[src/rtl/n1_ips_ctrl.sv]
// n1_ips_ctrl: intermediate parameter stack controller; spills/fills cells over a Wishbone-style bus.
// Optional macro IPS_SAFE_EN: blocks overflow/underflow and reports them on ips2excpt_of_o/uf_o.

module n1_ips_ctrl #(
    parameter int SP_WIDTH   = 12,
    parameter int CELL_WIDTH = 16
) (
    input  logic                  clk_i,
    input  logic                  sync_rst_i,
    input  logic                  us2ips_psh_i,
    input  logic                  us2ips_pul_i,
    input  logic                  us2ips_rst_i,
    input  logic [CELL_WIDTH-1:0] us2ips_psh_data_i,
    output logic                  ips2us_ack_o,
    output logic [CELL_WIDTH-1:0] ips2us_pul_data_o,
    output logic                  ips2us_empty_o,
    output logic                  ips2us_full_o,
    output logic                  ips2dsp_psh_o,
    output logic                  ips2dsp_pul_o,
    output logic                  ips2dsp_rst_o,
    input  logic [SP_WIDTH-1:0]   dsp2ips_lsp_i,
    output logic                  ips2ram_cyc_o,
    output logic                  ips2ram_stb_o,
    output logic                  ips2ram_we_o,
    output logic [SP_WIDTH-1:0]   ips2ram_adr_o,
    output logic [CELL_WIDTH-1:0] ips2ram_dat_o,
    input  logic                  ram2ips_ack_i,
    input  logic [CELL_WIDTH-1:0] ram2ips_dat_i,
    output logic                  ips2excpt_of_o,
    output logic                  ips2excpt_uf_o
);

    typedef enum logic [2:0] {
        ST_IDLE = 3'd0,
        ST_PSH  = 3'd1,
        ST_PUL  = 3'd2,
        ST_CLR  = 3'd3,
        ST_DONE = 3'd4
    } state_t;

    localparam logic [SP_WIDTH:0]     DEPTH_ZERO = {(SP_WIDTH+1){1'b0}};
    localparam logic [SP_WIDTH:0]     DEPTH_ONE  = {{SP_WIDTH{1'b0}}, 1'b1};
    localparam logic [SP_WIDTH:0]     DEPTH_MAX  = {1'b1, {SP_WIDTH{1'b0}}};
    localparam logic [SP_WIDTH-1:0]   ADR_ZERO   = {SP_WIDTH{1'b0}};
    localparam logic [SP_WIDTH-1:0]   ADR_ONE    = SP_WIDTH'(1'b1);
    localparam logic [CELL_WIDTH-1:0] CELL_ZERO  = {CELL_WIDTH{1'b0}};

    state_t                  state_r;
    state_t                  state_s;
    logic [SP_WIDTH:0]       depth_r;
    logic [SP_WIDTH:0]       depth_s;
    logic                    empty_r;
    logic                    full_r;
    logic                    ack_r;
    logic [CELL_WIDTH-1:0]   pul_data_r;
    logic                    dsp_psh_r;
    logic                    dsp_pul_r;
    logic                    dsp_rst_r;
    logic                    cyc_r;
    logic                    we_r;
    logic [SP_WIDTH-1:0]     adr_r;
    logic [SP_WIDTH-1:0]     adr_s;
    logic [CELL_WIDTH-1:0]   dat_r;
    logic [CELL_WIDTH-1:0]   dat_s;
    logic                    cyc_s;
    logic                    psh_done_s;
    logic                    pul_done_s;
`ifdef IPS_SAFE_EN
    logic                    of_r;
    logic                    uf_r;
    logic                    of_s;
    logic                    uf_s;
`endif

    // Next-state, depth and bus-address decode; rst in PSH/PUL aborts and masks a same-cycle ack_i.
    always_comb begin
        state_s    = state_r;
        depth_s    = depth_r;
        adr_s      = adr_r;
        dat_s      = dat_r;
        psh_done_s = 1'b0;
        pul_done_s = 1'b0;
`ifdef IPS_SAFE_EN
        of_s       = 1'b0;
        uf_s       = 1'b0;
`endif
        case (state_r)
            ST_IDLE: begin
                adr_s = ADR_ZERO;
                dat_s = CELL_ZERO;
                if (us2ips_rst_i) begin
                    state_s = ST_CLR;
                end else if (us2ips_psh_i) begin
`ifdef IPS_SAFE_EN
                    if (full_r) begin
                        state_s = ST_DONE;
                        of_s    = 1'b1;
                    end else begin
                        state_s = ST_PSH;
                        adr_s   = dsp2ips_lsp_i;
                        dat_s   = us2ips_psh_data_i;
                    end
`else
                    state_s = ST_PSH;
                    adr_s   = dsp2ips_lsp_i;
                    dat_s   = us2ips_psh_data_i;
`endif
                end else if (us2ips_pul_i) begin
`ifdef IPS_SAFE_EN
                    if (empty_r) begin
                        state_s = ST_DONE;
                        uf_s    = 1'b1;
                    end else begin
                        state_s = ST_PUL;
                        adr_s   = dsp2ips_lsp_i + ADR_ONE;
                    end
`else
                    state_s = ST_PUL;
                    adr_s   = dsp2ips_lsp_i + ADR_ONE;
`endif
                end else begin
                    state_s = ST_IDLE;
                end
            end
            ST_PSH: begin
                if (us2ips_rst_i) begin
                    state_s = ST_CLR;
                end else if (ram2ips_ack_i) begin
                    state_s    = ST_DONE;
                    psh_done_s = 1'b1;
                    depth_s    = depth_r + DEPTH_ONE;
                end else begin
                    state_s = ST_PSH;
                end
            end
            ST_PUL: begin
                if (us2ips_rst_i) begin
                    state_s = ST_CLR;
                end else if (ram2ips_ack_i) begin
                    state_s    = ST_DONE;
                    pul_done_s = 1'b1;
                    depth_s    = depth_r - DEPTH_ONE;
                end else begin
                    state_s = ST_PUL;
                end
            end
            ST_CLR: begin
                state_s = ST_DONE;
                depth_s = DEPTH_ZERO;
            end
            ST_DONE: begin
                state_s = ST_IDLE;
            end
            default: begin
                state_s = ST_IDLE;
            end
        endcase
        cyc_s = (state_s == ST_PSH) || (state_s == ST_PUL);
    end

    // State and all outputs registered from the next-state decode, so every output is glitch-free.
    always_ff @(posedge clk_i) begin
        if (sync_rst_i) begin
            state_r    <= ST_IDLE;
            depth_r    <= DEPTH_ZERO;
            empty_r    <= 1'b1;
            full_r     <= 1'b0;
            ack_r      <= 1'b0;
            pul_data_r <= CELL_ZERO;
            dsp_psh_r  <= 1'b0;
            dsp_pul_r  <= 1'b0;
            dsp_rst_r  <= 1'b0;
            cyc_r      <= 1'b0;
            we_r       <= 1'b0;
            adr_r      <= ADR_ZERO;
            dat_r      <= CELL_ZERO;
`ifdef IPS_SAFE_EN
            of_r       <= 1'b0;
            uf_r       <= 1'b0;
`endif
        end else begin
            state_r    <= state_s;
            depth_r    <= depth_s;
            empty_r    <= (depth_s == DEPTH_ZERO);
            full_r     <= (depth_s == DEPTH_MAX);
            ack_r      <= (state_s == ST_DONE);
            dsp_psh_r  <= psh_done_s;
            dsp_pul_r  <= pul_done_s;
            dsp_rst_r  <= (state_s == ST_CLR);
            cyc_r      <= cyc_s;
            we_r       <= (state_s == ST_PSH);
            adr_r      <= cyc_s ? adr_s : ADR_ZERO;
            dat_r      <= (state_s == ST_PSH) ? dat_s : CELL_ZERO;
            if (pul_done_s) begin
                pul_data_r <= ram2ips_dat_i;
            end else begin
                pul_data_r <= pul_data_r;
            end
`ifdef IPS_SAFE_EN
            of_r       <= of_s;
            uf_r       <= uf_s;
`endif
        end
    end

    assign ips2us_ack_o      = ack_r;
    assign ips2us_pul_data_o = pul_data_r;
    assign ips2us_empty_o    = empty_r;
    assign ips2us_full_o     = full_r;
    assign ips2dsp_psh_o     = dsp_psh_r;
    assign ips2dsp_pul_o     = dsp_pul_r;
    assign ips2dsp_rst_o     = dsp_rst_r;
    assign ips2ram_cyc_o     = cyc_r;
    assign ips2ram_stb_o     = cyc_r;
    assign ips2ram_we_o      = we_r;
    assign ips2ram_adr_o     = adr_r;
    assign ips2ram_dat_o     = dat_r;
`ifdef IPS_SAFE_EN
    assign ips2excpt_of_o    = of_r;
    assign ips2excpt_uf_o    = uf_r;
`else
    assign ips2excpt_of_o    = 1'b0;
    assign ips2excpt_uf_o    = 1'b0;
`endif

endmodule

[config.mk]
export PLATFORM = sky130hd
export DESIGN_NAME = n1_ips_ctrl
export DESIGN_NICKNAME = d
export VERILOG_FILES = /design/src/rtl/n1_ips_ctrl.sv
export SDC_FILE = /design/constraint.sdc
export NUM_CORES = 1
export LEC_CHECK = 0
export BUFFER_PORTS_ARGS = -buffer_cell sky130_fd_sc_hd__buf_2
export CORE_UTILIZATION = 50
export DETAILED_ROUTE_END_ITERATION = 10
export GPL_TIMING_DRIVEN = 0
export PLACE_DENSITY = 0.78
export SKIP_CTS_REPAIR_TIMING = 1
export SLEW_MARGIN = 30
export SYNTH_ARGS = -nofsm -noshare
export SYNTH_HDL_FRONTEND = slang
export SYNTH_SLANG_ARGS = --single-unit
[constraint.sdc]
create_clock -name clk_i -period 2.8 [get_ports clk_i]
set_input_delay 0.28 -clock clk_i [delete_from_list [all_inputs] [get_ports clk_i]]
set_output_delay 0.28 -clock clk_i [all_outputs]
set_load 0.02 [all_outputs]
==> results.json <==
{
  "io_pins": 105,
  "post-route-period-util": 0.9664,
  "final_common_cell": "buf_2",
  "synth_top_area_frac": 0.3941,
  "ir_drop_uv": 301.3,
  "r2r-start": "depth_r[0]",
  "port_buffers": 101,
  "ys.flop_type": "dfxtp_1",
  "hold_depth": 2,
  "ys_seq_elements": 68,
  "start_util": 0.5319,
  "critPathCaptureType": "flop",
  "cp-start-kind": "flop",
  "status": "finished, final reports clean",
  "skew_ns": 0.009581,
  "async_reset_ff_frac": 0,
  "via_count": 3748,
  "layout_common_cells": "103 x buf_2, 66 x dfxtp_1, 64 x nand2_1, 41 x a21oi_1, 41 x nor2_1",
  "rrSetupSlack_ns": 0.09,
  "dieHeight_um": 85.12,
  "place_ws_ns": -0.07661,
  "clkLatencyLatePin_ns": 0.36,
  "wl_met2_um": 4776,
  "syn_inst": 442,
  "r2r_end": "ips2us_full_o",
  "reg2regPathDepth": 9,
  "dp_hpwl_um": 7047,
  "antenna_found_initial": 0,
  "drcViolationCount": 0,
  "slew-limit-headroom": 0.4619,
  "path_class": "reg -> reg",
  "first_global_vias": 3500,
  "drt_iter0_drc": 230,
  "final_util": 0.6669,
  "grt-ovfl-total": 0,
  "hold_violations": 0,
  "highest_layer": "met4",
  "drt_wl_total_um": 9797,
  "syn_avg_cell_area_um2": 7.816,
  "synth_area_leaders": "dfxtp_1 39%, nand2_1 7.0%, a21oi_1 5.9%",
  "cp_max_fo": 6,
  "die-area_um2": 7245,
  "power_w": 0.002480,
  "die_w_um": 85.12,
  "clk_pin_slew_ns": 0.08,
  "clock-sinks": 68,
  "slew_viol_final": 0,
  "synth-edff-count": 0,
  "grt_use_total": 0.2758,
  "drt-met1-wl_um": 4067,
  "numCtsBuffers": 9,
  "layout.nets": 610,
  "worstPathArrival_ns": 2.97,
  "layout-drive-gt1-share": 0.2544,
  "powerDensity_nw_per_um2": 572.4,
  "cts_tree": "yes",
  "cts_max_level": 3,
  "yosysWarnings": 0,
  "yosysSeqAreaShare": 0.3941,
  "clockBufferDepth": 2,
  "ant_nets": 0,
  "rows": 29,
  "final.fill_count": 554,
  "fin_crit_ns": 2.706,
  "grt_pass1_wl_um": 15890,
  "worst_pin_slew_ns": 0.8010,
  "dp.cells": 621,
  "routed-wl-met3_um": 759,
  "vias_per_cell": 5.865,
  "setup_ws_ns": 0.09406,
  "drt_first_pass_iters": 6,
  "max_freq_ghz": 0.3696,
  "power_leakage_nw": 1.863,
  "wl_per_cell_um": 15.33,
  "yosysTopAreaCell": "dfxtp_1",
  "worstHoldPathType": "in -> reg",
  "core_um2": 6495,
  "max_cap_viol_count": 0,
  "cts_root_buf": "clkbuf_8",
  "fin_cells": 639,
  "grt_max_degree": 13,
  "gp_congestion": 0.9401,
  "synth_area_um2": 3455,
  "antenna_cells": 0,
  "grt_setup_unrepaired": "false",
  "setup_viol": 0,
  "min_to": "state_r[0]",
  "min-delay-start": "sync_rst_i",
  "areaGrowthSynthToFinish_pct": 25.39,
  "synth_cell_types": 61,
  "critPathRequiredTime_ns": 3.07
}
## worst max path at each step
stage | from | slack (ns) | endpoint | depth (start not counted)
after global routing | depth_r[0] | 0.01 | ips2us_full_o | 9
after CTS | depth_r[0] | -0.17 | ips2us_empty_o | 9
after floorplan | depth_r[0] | 0.36 | ips2us_full_o | 9
final | depth_r[0] | 0.09 | ips2us_full_o | 9
after global placement | depth_r[0] | -0.03 | ips2us_empty_o | 9
after detailed placement | depth_r[0] | -0.08 | ips2us_empty_o | 9
## metrics by stage
stage                     instance area (um2)  TNS [ns]  hold slack, ns
after floorplan                          3458         0          0.4160
after global placement                   4060  -0.02722          0.4359
after detailed placement                 4060  -0.07661          0.4436
after CTS                                4285   -0.2154          0.1356
after global routing                     4332         0          0.1261
final                                    4332         0          0.1362
## report_power, final
group	switching, W	internal, W	total [W]	leakage (nW)
logic	0.000326	0.000188	0.000514	1.20
registers	0.0000281	0.00101	0.00104	0.552
clock network	0.000401	0.000529	0.000930	0.106
## area by class of cell
| cell class | count | area [um2] | share of cell area |
|---|---|---|---|
| Tap cell | 77 | 96.34 | 0.02224 |
| Sequential cell | 68 | 1364 | 0.3148 |
| Clock inverter | 5 | 83.83 | 0.01935 |
| Inverter | 9 | 33.78 | 0.007799 |
| Timing Repair Buffer | 103 | 520.5 | 0.1202 |
| Buffer | 37 | 166.4 | 0.03842 |
| Clock buffer | 11 | 141.4 | 0.03264 |
| Multi-Input combinational cell | 329 | 1926 | 0.4445 |
## flip-flops by register name, summed over array words and instances (netlist names), 3 cells and up
name	count
ips2ram_dat_o	16
ips2us_pul_data_o	16
depth_r	13
ips2ram_adr_o	12
state_r	3
## synthesized netlist by cell type (3+ instances only)
cell type / instances
dfxtp_1: 68
nand2_1: 64
a21oi_1: 41
nor2_1: 41
clkbuf_1: 29
nand3_1: 26
a22oi_1: 12
nor3_1: 11
nand4_1: 10
inv_1: 9
nor4_1: 9
o21ai_0: 9
a22o_1: 8
or4_1: 7
and3_1: 6
nand2b_1: 6
nor2b_1: 6
a21o_1: 5
and2_1: 5
mux2_2: 5
and4_1: 4
buf_4: 4
mux2i_1: 4
ha_1: 3
o211ai_1: 3
o22ai_1: 3
o31a_1: 3
## cells by family (layout without fill, tap and decap cells)
| family | after synthesis | after routing | share of synthesized area |
|---|---|---|---|
| AND/OR/NAND/NOR | 208 | 208 | 0.3032 |
| buffers and inverters | 46 | 165 | 0.05722 |
| other | 1 | 2 | 0.001086 |
| adder cells (fa/ha/maj) | 3 | 3 | 0.01087 |
| multiplexers | 9 | 9 | 0.02789 |
| XOR/XNOR | 3 | 3 | 0.007607 |
| flip-flops | 68 | 68 | 0.3941 |
| AO/OA/AOI/OAI | 104 | 104 | 0.1981 |
## worst max-delay path: stages (launching register included)
cell	delay [ns]
dfxtp_2	0.35
inv_1	0.08
ha_2	0.19
or3b_4	0.42
or4_4	0.43
or3_4	0.35
nor3_2	0.11
a311oi_1	0.13
or2_1	0.28
nor4_2	0.24
## layer usage
| metal | vias up | track usage |
|---|---|---|
| met4 | 0 | 0.09861 |
| met3 | 29 | 0.09436 |
| li1 | 1824 | - |
| met1 | 1725 | 0.3417 |
| met5 | - | 0 |
| met2 | 170 | 0.4465 |
Power figures use the tool's default switching activity.
